## src/rtl/tile_cfg_pkg.sv

```systemverilog
// Shared constants for the tile configuration-chain controller: FSM encodings
// and the bit-counter width helper.
package tile_cfg_pkg;

    localparam logic [1:0] ST_IDLE     = 2'd0;
    localparam logic [1:0] ST_SHIFT    = 2'd1;
    localparam logic [1:0] ST_READBACK = 2'd2;

    // The counter must hold 0..len+1, where len+1 marks an over-long frame.
    function automatic int cnt_w(input int len);
        return $clog2(len + 2);
    endfunction

endpackage

```

## src/rtl/ccff_chain_slice.sv

```systemverilog
// One configuration chain: a serial shift register plus the shadow copy that
// drives the routing muxes, with load (shadow->shift) and commit (shift->shadow).
module ccff_chain_slice #(
    parameter int CHAIN_LEN = 64
) (
    input  logic                 prog_clk,
    input  logic                 prog_reset,
    input  logic                 head,
    input  logic                 shift,
    input  logic                 load,
    input  logic                 commit,
    output logic                 tail,
    output logic [CHAIN_LEN-1:0] shadow
);

    logic [CHAIN_LEN-1:0] shift_reg;

    always_ff @(posedge prog_clk) begin
        if (prog_reset) begin
            shift_reg <= '0;
            shadow    <= '0;
        end else begin
            if (load) begin
                shift_reg <= shadow;
            end else if (shift) begin
                shift_reg <= {shift_reg[CHAIN_LEN-2:0], head};
            end
            if (commit) begin
                shadow <= shift_reg;
            end
        end
    end

    assign tail = shift_reg[CHAIN_LEN-1];

endmodule

```

## src/rtl/tile_ccff_ctrl.sv

```systemverilog
// Tile configuration controller: NUM_CHAINS parallel chains shifted together,
// committed into a shadow register, with frame-length checking and readback.
module tile_ccff_ctrl
    import tile_cfg_pkg::*;
#(
    parameter int NUM_CHAINS = 2,
    parameter int CHAIN_LEN  = 64,
    parameter int CNT_W      = cnt_w(CHAIN_LEN)
) (
    input  logic                            prog_clk,
    input  logic                            prog_reset,
    input  logic [NUM_CHAINS-1:0]           ccff_head,
    input  logic                            shift_en,
    input  logic                            commit_req,
    input  logic                            readback_req,
    input  logic                            isol_n,
    output logic [NUM_CHAINS-1:0]           ccff_tail,
    output logic [NUM_CHAINS*CHAIN_LEN-1:0] cfg_bits,
    output logic                            cfg_valid,
    output logic                            isol_n_out,
    output logic                            busy,
    output logic                            frame_err,
    output logic [CNT_W-1:0]                bit_count,
    output logic [1:0]                      fsm_state
);

    localparam logic [CNT_W-1:0] LEN_C = CNT_W'(CHAIN_LEN);
    localparam logic [CNT_W-1:0] MAX_C = CNT_W'(CHAIN_LEN + 1);

    // Control inputs are level-sampled each prog_clk edge with no back-pressure:
    // commit_req and readback_req are single-cycle pulses, shift_en is a
    // per-cycle enable; priority is commit_req > readback_req > shift_en.
    logic [1:0]       state, state_nx;
    logic [CNT_W-1:0] cnt_nx;
    logic             err_nx, valid_nx;
    logic             do_shift, do_load, do_commit;

    always_comb begin
        state_nx  = state;
        cnt_nx    = bit_count;
        err_nx    = frame_err;
        valid_nx  = cfg_valid;
        do_shift  = 1'b0;
        do_load   = 1'b0;
        do_commit = 1'b0;
        case (state)
            ST_IDLE: begin
                if (commit_req) begin
                    err_nx = 1'b1;
                end else if (readback_req) begin
                    do_load  = 1'b1;
                    cnt_nx   = '0;
                    state_nx = ST_READBACK;
                end else if (shift_en) begin
                    do_shift = 1'b1;
                    cnt_nx   = CNT_W'(1);
                    state_nx = ST_SHIFT;
                end
            end
            ST_SHIFT: begin
                if (commit_req) begin
                    if (bit_count == LEN_C) begin
                        do_commit = 1'b1;
                        valid_nx  = 1'b1;
                        err_nx    = 1'b0;
                    end else begin
                        err_nx = 1'b1;
                    end
                    cnt_nx   = '0;
                    state_nx = ST_IDLE;
                end else if (shift_en) begin
                    // Shifting continues past a full frame so bits still pass
                    // through to the next tile; the count parks at the marker.
                    do_shift = 1'b1;
                    if (bit_count != MAX_C) begin
                        cnt_nx = bit_count + 1'b1;
                    end
                end
            end
            ST_READBACK: begin
                if (shift_en) begin
                    do_shift = 1'b1;
                    if (bit_count == LEN_C - 1'b1) begin
                        cnt_nx   = '0;
                        state_nx = ST_IDLE;
                    end else begin
                        cnt_nx = bit_count + 1'b1;
                    end
                end
            end
            default: begin
                state_nx = ST_IDLE;
                cnt_nx   = '0;
            end
        endcase
    end

    always_ff @(posedge prog_clk) begin
        if (prog_reset) begin
            state     <= ST_IDLE;
            bit_count <= '0;
            frame_err <= 1'b0;
            cfg_valid <= 1'b0;
        end else begin
            state     <= state_nx;
            bit_count <= cnt_nx;
            frame_err <= err_nx;
            cfg_valid <= valid_nx;
        end
    end

    for (genvar c = 0; c < NUM_CHAINS; c++) begin : g_chain
        ccff_chain_slice #(
            .CHAIN_LEN(CHAIN_LEN)
        ) u_slice (
            .prog_clk  (prog_clk),
            .prog_reset(prog_reset),
            .head      (ccff_head[c]),
            .shift     (do_shift),
            .load      (do_load),
            .commit    (do_commit),
            .tail      (ccff_tail[c]),
            .shadow    (cfg_bits[c*CHAIN_LEN +: CHAIN_LEN])
        );
    end

    assign isol_n_out = isol_n & cfg_valid;
    assign busy       = (state != ST_IDLE);
    assign fsm_state  = state;

endmodule

```

## config.mk

```make
export PLATFORM = sky130hd
export DESIGN_NAME = tile_ccff_ctrl
export DESIGN_NICKNAME = d
export VERILOG_FILES = /design/src/rtl/tile_cfg_pkg.sv /design/src/rtl/ccff_chain_slice.sv /design/src/rtl/tile_ccff_ctrl.sv
export SDC_FILE = /design/constraint.sdc
export NUM_CORES = 1
export LEC_CHECK = 0
export ABC_AREA = 1
export CORE_MARGIN = 2
export CORE_UTILIZATION = 40
export CTS_CLUSTER_DIAMETER = 100
export DETAILED_ROUTE_END_ITERATION = 8
export GPL_TIMING_DRIVEN = 1
export HOLD_SLACK_MARGIN = 0.12
export MAX_ROUTING_LAYER = met4
export SKIP_LAST_GASP = 1
export SLEW_MARGIN = 30
export SYNTH_ARGS = -nofsm -noshare
export SYNTH_HDL_FRONTEND = slang
export SYNTH_SLANG_ARGS = --single-unit
```

## constraint.sdc

```tcl
create_clock -name prog_clk -period 2.9 [get_ports prog_clk]
set_input_delay 0.58 -clock prog_clk [delete_from_list [all_inputs] [get_ports prog_clk]]
set_output_delay 0.58 -clock prog_clk [all_outputs]
set_load 0.02 [all_outputs]
```

=== Yosys cells after proc, flatten, opt, wreduce, memory -nomap -nowiden ===
Cells that the tools add are included.

* Flip-flop bits (word level): 267
* Input bits: 8
* Output and inout bits: 143
* Logic and storage cells: 66

* Add/sub/neg operators: 1
* Equality and inequality tests: 13
* Mux-type cells: 35
* Bitwise gates (word level): 1
* Reductions and logical operators: 8

{| class="wikitable"
|+ Operators by type and width
! cell !! number
|-
| $mux W64 || 4
|-
| $mux W7 || 8
|-
| $pmux W7 S3 || 1
|-
| $mux W1 || 13
|-
| $mux W2 || 6
|-
| $ne A2 B2 Y1 const B || 5
|-
| $reduce_and A5 Y1 || 2
|-
| $ne A3 B3 Y1 const B || 3
|-
| $add A7 B1 Y7 const B || 1
|-
| $eq A7 B6 Y1 const B || 1
|-
| $eq A7 B7 Y1 const B || 1
|-
| $ne A7 B7 Y1 const B || 1
|-
| $pmux W2 S3 || 1
|-
| $reduce_and A3 Y1 || 2
|-
| $reduce_bool A2 Y1 || 3
|-
| $pmux W1 S3 || 1
|-
| $eq A2 B1 Y1 const B || 1
|-
| $eq A2 B2 Y1 const B || 1
|-
| $logic_not A2 Y1 || 1
|-
| $pmux W1 S2 || 1
|-
| $and A1 B1 Y1 || 1
|}

=== Depth between registers and ports, before layout ===
Gate-level depths: netlist (run 1).

* Depth in word-level cells: 6
* Mapped depth: 11
* Depth with buffers taken out: 11

=== By module ===
Synthesis (run 1) repeated with hierarchy kept, for this count alone.

* Cells, all modules: 1643
* Area, all modules: 11702.5 um2

{| class="wikitable"
|+ By module, submodules not included
! module !! times used !! cells each !! area each (um2) !! sequential area each (um2)
|-
| ccff_chain_slice || 2 || 760 || 5456.5 || 2562.5
|-
| tile_ccff_ctrl || 1 || 123 || 789.5 || 220.2
|}

=== Worst setup path after synthesis (run 1) ===
No wires, ideal clock.

* Path type: input to register
* Start point: input readback_req
* End point: register g_chain[0].u_slice.shift_reg[31]
* Setup time: 0.128 ns
* Arrival time: 1.595 ns
* Required time: 2.772 ns
* Setup slack: 1.177 ns
* Cell stages on the path: 9
* Path buffers: 4
* Cell sequence: clkbuf_1 -> nand3_2 -> buf_4 -> nand2_4 -> buf_6 -> buf_4 -> nand3_1 -> o21ai_1 -> nor2_1

* Longest elaborated chain between the ends: 4
* Elaborated cells between the ends (all ways): 8
* Those cells by class: 7 x mux; 1 x reduce/logical

{| class="wikitable"
|+ RTL lines
! item !! RTL line !! source
|-
| start: declaration || tile_ccff_ctrl.sv:15 || <nowiki>input logic readback_req,</nowiki>
|-
| $mux W1 || tile_ccff_ctrl.sv:50 || <nowiki>end else if (readback_req) begin</nowiki>
|-
| $mux W1 || tile_ccff_ctrl.sv:48 || <nowiki>if (commit_req) begin</nowiki>
|-
| $pmux W1 S3 / $mux W1 (equally long branches) || tile_ccff_ctrl.sv:46 || <nowiki>case (state)</nowiki>
|-
| $reduce_bool A2 Y1 (no source line) / $mux W64 (equally long branches) || n/a ||
|-
| end signal: assignment || ccff_chain_slice.sv:24 || <nowiki>shift_reg <= shadow;</nowiki>
|-
| end signal: assignment || ccff_chain_slice.sv:26 || <nowiki>shift_reg <= {shift_reg[CHAIN_LEN-2:0], head};</nowiki>
|-
| end: declaration || ccff_chain_slice.sv:16 || <nowiki>logic [CHAIN_LEN-1:0] shift_reg;</nowiki>
|}

Several ways; a longest one is shown, not always the timed one.
A chain may end at the register's enable or synchronous reset.

=== Final worst setup path (run 1) ===
* Start point: register state[1], in the netlist fsm_state[1]
* End point: output busy

* Longest elaborated chain between the ends: 1

{| class="wikitable"
|+ RTL lines
! item !! RTL line !! source
|-
| start: declaration || tile_ccff_ctrl.sv:33 || <nowiki>logic [1:0] state, state_nx;</nowiki>
|-
| start signal: assignment || tile_ccff_ctrl.sv:105 || <nowiki>state <= state_nx;</nowiki>
|-
| $reduce_bool A2 Y1 || tile_ccff_ctrl.sv:128 || <nowiki>assign busy = (state != ST_IDLE);</nowiki>
|-
| end: declaration || tile_ccff_ctrl.sv:21 || <nowiki>output logic busy,</nowiki>
|}

No other way between the ends.

==> key figures, run 1 <==
Outcome
  • Status: finished, final reports clean

STA
  • Peak Freq: 0.3911 GHz
  • Slew HR: a little over two fifths
  • Fin crit period: 2.557 ns
  • Worst hold slack: 0.4640 ns
  • Final period util: 88.16%
  • Worst-margin pin slew: 0.8513 ns
  • Slew Viols, Final: 0
  • Final WS setup: 0.3432 ns
  • RSZ-0062 raised after global routing: false
  • Hold Vio Cnt, Final: 0
  • Setup TNS Final: 0 ns
  • Layout Skew: between 0.015 and 0.02 ns
  • Final setup violation count: 0

Die
  • Core footprint: about 0.027 mm^2
  • Die width: 170.6 um
  • Die H: ~170 um
  • I/O Pins: 151
  • Die ar.: 0.02909 mm^2
  • Initial Utilization: 40.95%
  • Row cnt: 60

Setup path
  • Worst Path Required: 2.32 ns
  • Max FO, Critical Path: 17
  • Critical Path AT: 1.98 ns
  • Critical path class: reg -> out
  • CP Capture Point: busy
  • Worst reg2reg startpoint: fsm_state[1]
  • R2r endpoint: g_chain[0].u_slice.shift_reg[52]
  • Startpoint types: flop
  • Crit path capture type: output port
  • R2R Setup Slk: 0.51 ns
  • CP Launch Point: fsm_state[1]
  • Reg2Reg Depth: 7

Place
  • Placed cell count: 1975
  • Port bufs: 150
  • Estimated wirelength of the detail-placed design: 16.70 mm
  • GPL Wtd Cong: 0.8580
  • DP Worst Slack: 0.2666 ns

Global route
  • GRT Residual Overflow: 0
  • Vias in the first global route: ~9100
  • First-pass GRT wire length: 45.77 mm
  • Antenna violations before repair: 0
  • All-Layer GR Usage: 19.37%
  • Largest net degree at the start of global routing: 93

Logic synthesis
  • Primary FF master, synth: dfxtp_1
  • FF+latch count, synth: 267
  • Largest cells by area after synthesis: dfxtp_1, nand2_1, a21oi_1, o21ai_1, nor2_1
  • Post-synth ARST share: 0%
  • Count of different cell masters after synthesis: 22
  • Synth Warn #: 0
  • Post-synth top area share: ~48%
  • Synth area leader: dfxtp_1
  • EDFF count, synth: 0
  • Synth Net Count: 1552
  • Post-Synthesis Cells: 1541
  • Register area share after synthesis: a little under 50%
  • Synth Cell Area: 0.01110 mm^2
  • Syn_area_per_cell: 7.201 um^2

CTS
  • Deepest clock path buffer count: 3
  • Hold Buf Count CTS: 0
  • Worst-path clk slew: 0.06 ns
  • Root Buffer Master: clkbuf_16
  • Post-CTS Setup Inserts: 0
  • CTS tree: done
  • Num CTS Buffers: 30
  • H-tree depth: 1
  • CTS sink cnt: 267
  • Clk_lat worst skew: about 0.54 ns
  • # resized after CTS: 0

Layout
  • Syn-to-layout area delta: 24.99%
  • Finished Layout Cells: 2029
  • Share of layout cells above drive strength 1: around 5.7%
  • Area of the multi-input gates: 0.004722 mm^2
  • # diodes: 0
  • Commonest non-fill, non-tap cell in the layout: nand2_1
  • Register area: 0.005345 mm^2
  • Fillers: approximately 2700
  • # nets final: 1646
  • Commonest non-fill, non-tap cells in the layout: nand2_1, dfxtp_1, a21oi_1, o21ai_1, clkdlybuf4s50_1
  • Fin util: 51.18%

Routing
  • WL final: 28.14 mm
  • WL/cell: 13.87 um
  • Initial DRT Pass Iterations: 5
  • Remaining DRCs: 0
  • Via-to-Cell Ratio: 5.000
  • Vias: about 10000
  • Antenna-violating nets left: 0
  • Initial detailed-routing violation count: around 690

Job
  • Max-Cap Viols: 0

Hold path
  • Worst min path class: reg -> reg

Power
  • P per Cell Area: 593.8 mW/mm^2
  • Leakage power: 4.709 nW
  • Maximum VDD drop: 0.0003512 V
[power breakdown]
group | leakage, nW | switching, mW | internal, mW
logic | 2.07 | 0.485 | 0.225
registers | 2.16 | 0.0635 | 3.74
clock network | 0.485 | 1.48 | 2.24
[synthesized netlist by cell type (2+ instances only)]
library cell	instances
inv_1	108
dfxtp_1	267
nand4_1	44
ha_1	3
nand2_1	345
buf_2	32
o21ai_0	87
o21ai_1	171
inv_2	5
buf_6	5
nand3_1	58
a21oi_1	185
nor2_4	2
buf_4	25
nor2_1	139
buf_1	4
clkbuf_1	56
[through the flow]
stage	total power, mW	instance area (um^2)
2_1_floorplan	4.402	11100
3_3_place_gp	4.594	12880
3_5_place_dp	4.595	12880
4_1_cts	8.329	13870
5_1_grt	8.566	13870
6_report	8.236	13870
[how the worst min path moves through the flow]
stage | end | cells after the start | from | slack, ns
final | g_chain[0].u_slice.shadow[0] | 2 | g_chain[0].u_slice.shadow[0] | 0.46
after global routing | g_chain[1].u_slice.shadow[0] | 2 | g_chain[1].u_slice.shadow[0] | 0.48
after CTS | g_chain[1].u_slice.shadow[0] | 2 | g_chain[1].u_slice.shadow[0] | 0.47
after detailed placement | g_chain[1].u_slice.shadow[0] | 2 | g_chain[1].u_slice.shadow[0] | 0.46
after global placement | g_chain[1].u_slice.shadow[0] | 2 | g_chain[1].u_slice.shadow[0] | 0.45
after floorplan | g_chain[1].u_slice.shift_reg[7] | 2 | g_chain[1].u_slice.shift_reg[7] | 0.45
[per-layer routing]
metal / part of all wire [%] / track usage, % / vias up
met5: 0 / - / -
met4: 2.1 / 4.682 / 0
met3: 4.2 / 2.984 / 36
met2: 46 / 31.56 / 193
met1: 48 / 25.33 / 4677
li1: - / - / 5238
[worst max-delay path, stage by stage (launching register included)]
cell             delay (ns)
dfxtp_1                0.41
nor2_4                 0.42
inv_1                  0.07
clkdlybuf4s50_1        0.55
[layout make-up]
cell class,instances,area share [%]
clock inverters,9,0.5683
multi-input cells,1038,34.05
flip-flops and latches,267,38.54
inverters,114,3.121
well taps,372,3.356
repair buffers,184,13.82
clock buffers,45,6.549
[logic make-up (layout without fill, tap and decap cells)]
kind of cell,count (synthesis),in the layout,synth area share [%]
buf+inv,236,352,9.550
fa+ha+maj,3,3,0.3383
flops,267,267,48.17
compound gates,443,443,19.98
simple gates,592,592,21.96
No activity file was read; power rests on OpenSTA's default activity.
==> inputs of run 2 (changes only) <==
Settings changed: TNS_END_PERCENT set to 50.
==> results of run 2 <==
Same layout as run 1: the final DEF is identical, and so are final timing and power.
==> edit, RTL diff (config.mk and constraints of run 1) <==
`CHAIN_LEN` is set to 64 in 2 places; all go to 128.
--- a/src/rtl/ccff_chain_slice.sv
+++ b/src/rtl/ccff_chain_slice.sv
@@ -1,7 +1,7 @@
 // One configuration chain: a serial shift register plus the shadow copy that
 // drives the routing muxes, with load (shadow->shift) and commit (shift->shadow).
 module ccff_chain_slice #(
-    parameter int CHAIN_LEN = 64
+    parameter int CHAIN_LEN = 128
 ) (
     input  logic                 prog_clk,
     input  logic                 prog_reset,
--- a/src/rtl/tile_ccff_ctrl.sv
+++ b/src/rtl/tile_ccff_ctrl.sv
@@ -4,7 +4,7 @@
     import tile_cfg_pkg::*;
 #(
     parameter int NUM_CHAINS = 2,
-    parameter int CHAIN_LEN  = 64,
+    parameter int CHAIN_LEN  = 128,
     parameter int CNT_W      = cnt_w(CHAIN_LEN)
 ) (
     input  logic                            prog_clk,
Interface: changed (resized bit_count and cfg_bits); port bits go from 151 to 280. No check against the original RTL was run, so the function may have changed too.
==> edit against run 1 <==
Non-clock buffer count increased by 137; sequential cell count grew 257; largest power group unchanged; final area grew 99%; worst setup slack better by 0.016 ns; routed wire length grew 95%; total power up 110%; area after synthesis is 100% higher; largest cell class unchanged; clock power is 95% higher; global-route usage is 0.34 points lower; maximum frequency is 0.63% higher; via count increased by 94%.
==> edit: results (changes against run 1) <==
metric	value	unit	change
leak pwr	10.6	nW	+130%
WL met1	26100	microns	+93%
reg2reg setup slack	0.55	ns	+0.04 ns
Clock Skew	0.0184	ns	-0.000913 ns
per-cell routed wire length	13.3	microns	-4.1%
Worst Path Max Fanout	8		-9
status	complete, no violations		
hold path startpoint	prog_reset		
Hold Path End	g_chain[0].u_slice.shift_reg[89]		
Post-Route WL	54900	microns	+95%
DR WL met2	25100	microns	+96%
initial antenna violation count	1		+1
Inserted Clock Buffers	57		+90%
setup slack at placement	0.323	ns	+0.0565 ns
syn nets	3192		+110%
R2R depth	9		+2
synth top area cells	dfxtp_1 (47%), nand2_1 (9.2%), inv_1 (9.0%)		
gr usage total	19.0	%	-0.34 points
synth unique cells	24		+9.1%
largest net degree at the start of global routing	136		+46%
Slowest Stage Delay on Critical Path	0.67	ns	+0.12 ns
peak supply drop	518	uV	+47%
internal power	12.6	mW	+100%
placed cells	4022		+100%
vias in the first global route	17900		+96%
HP Class	primary input to flip-flop		
met2 GRT Util	30.1	%	-1.5 points
CTS HTree Levels	2		+1
worst setup margin	0.359	ns	+0.0160 ns
M3 GR Usage	2.91	%	-0.078 points
share of cells above drive strength 1	4.18	%	-1.6 points
IO Port Bufs	279		+86%
sequential share of the synthesized area	46.6	%	-1.6 points
clock latency on the worst-skew pair	0.60	ns	+0.06 ns
fraction of the mapped netlist area in compound gates	20.2	%	+0.27 points
Critical R2R Capture	g_chain[0].u_slice.shadow[16]		
met1 usage	25.0	%	-0.29 points
first-pass GRT wire length	89400	microns	+95%
via count	19700		+94%
==> edit: power groups by stage <==
stage	logic [mW]	clock network, mW	registers, mW
5_1_grt	2.08	7.74	7.97
3_5_place_dp	1.77	0	8.06
3_3_place_gp	1.71	0	8.05
2_1_floorplan	1.48	0	7.99
6_report	1.77	7.26	7.91
4_1_cts	1.78	7.47	7.91
==> edit: layout make-up <==
| class | instances | area (sq um) |
|---|---|---|
| inverters | 542 | 2030 |
| repair buffers | 321 | 3390 |
| flip-flops and latches | 524 | 10500 |
| well taps | 748 | 936 |
| clock inverters | 17 | 145 |
| diodes | 1 | 2.50 |
| multi-input cells | 1887 | 8820 |
| clock buffers | 86 | 1750 |
| fillers | 5333 | 27900 |
==> edit: through the flow <==
stage	hold WS [ns]	util [%]	instance area, sq um
after floorplan	0.481	-	22500
after CTS	0.350	49.7	27600
after global placement	0.456	46.3	25700
after global routing	0.398	49.7	27600
after detailed placement	0.457	46.3	25700
final	0.381	49.7	27600
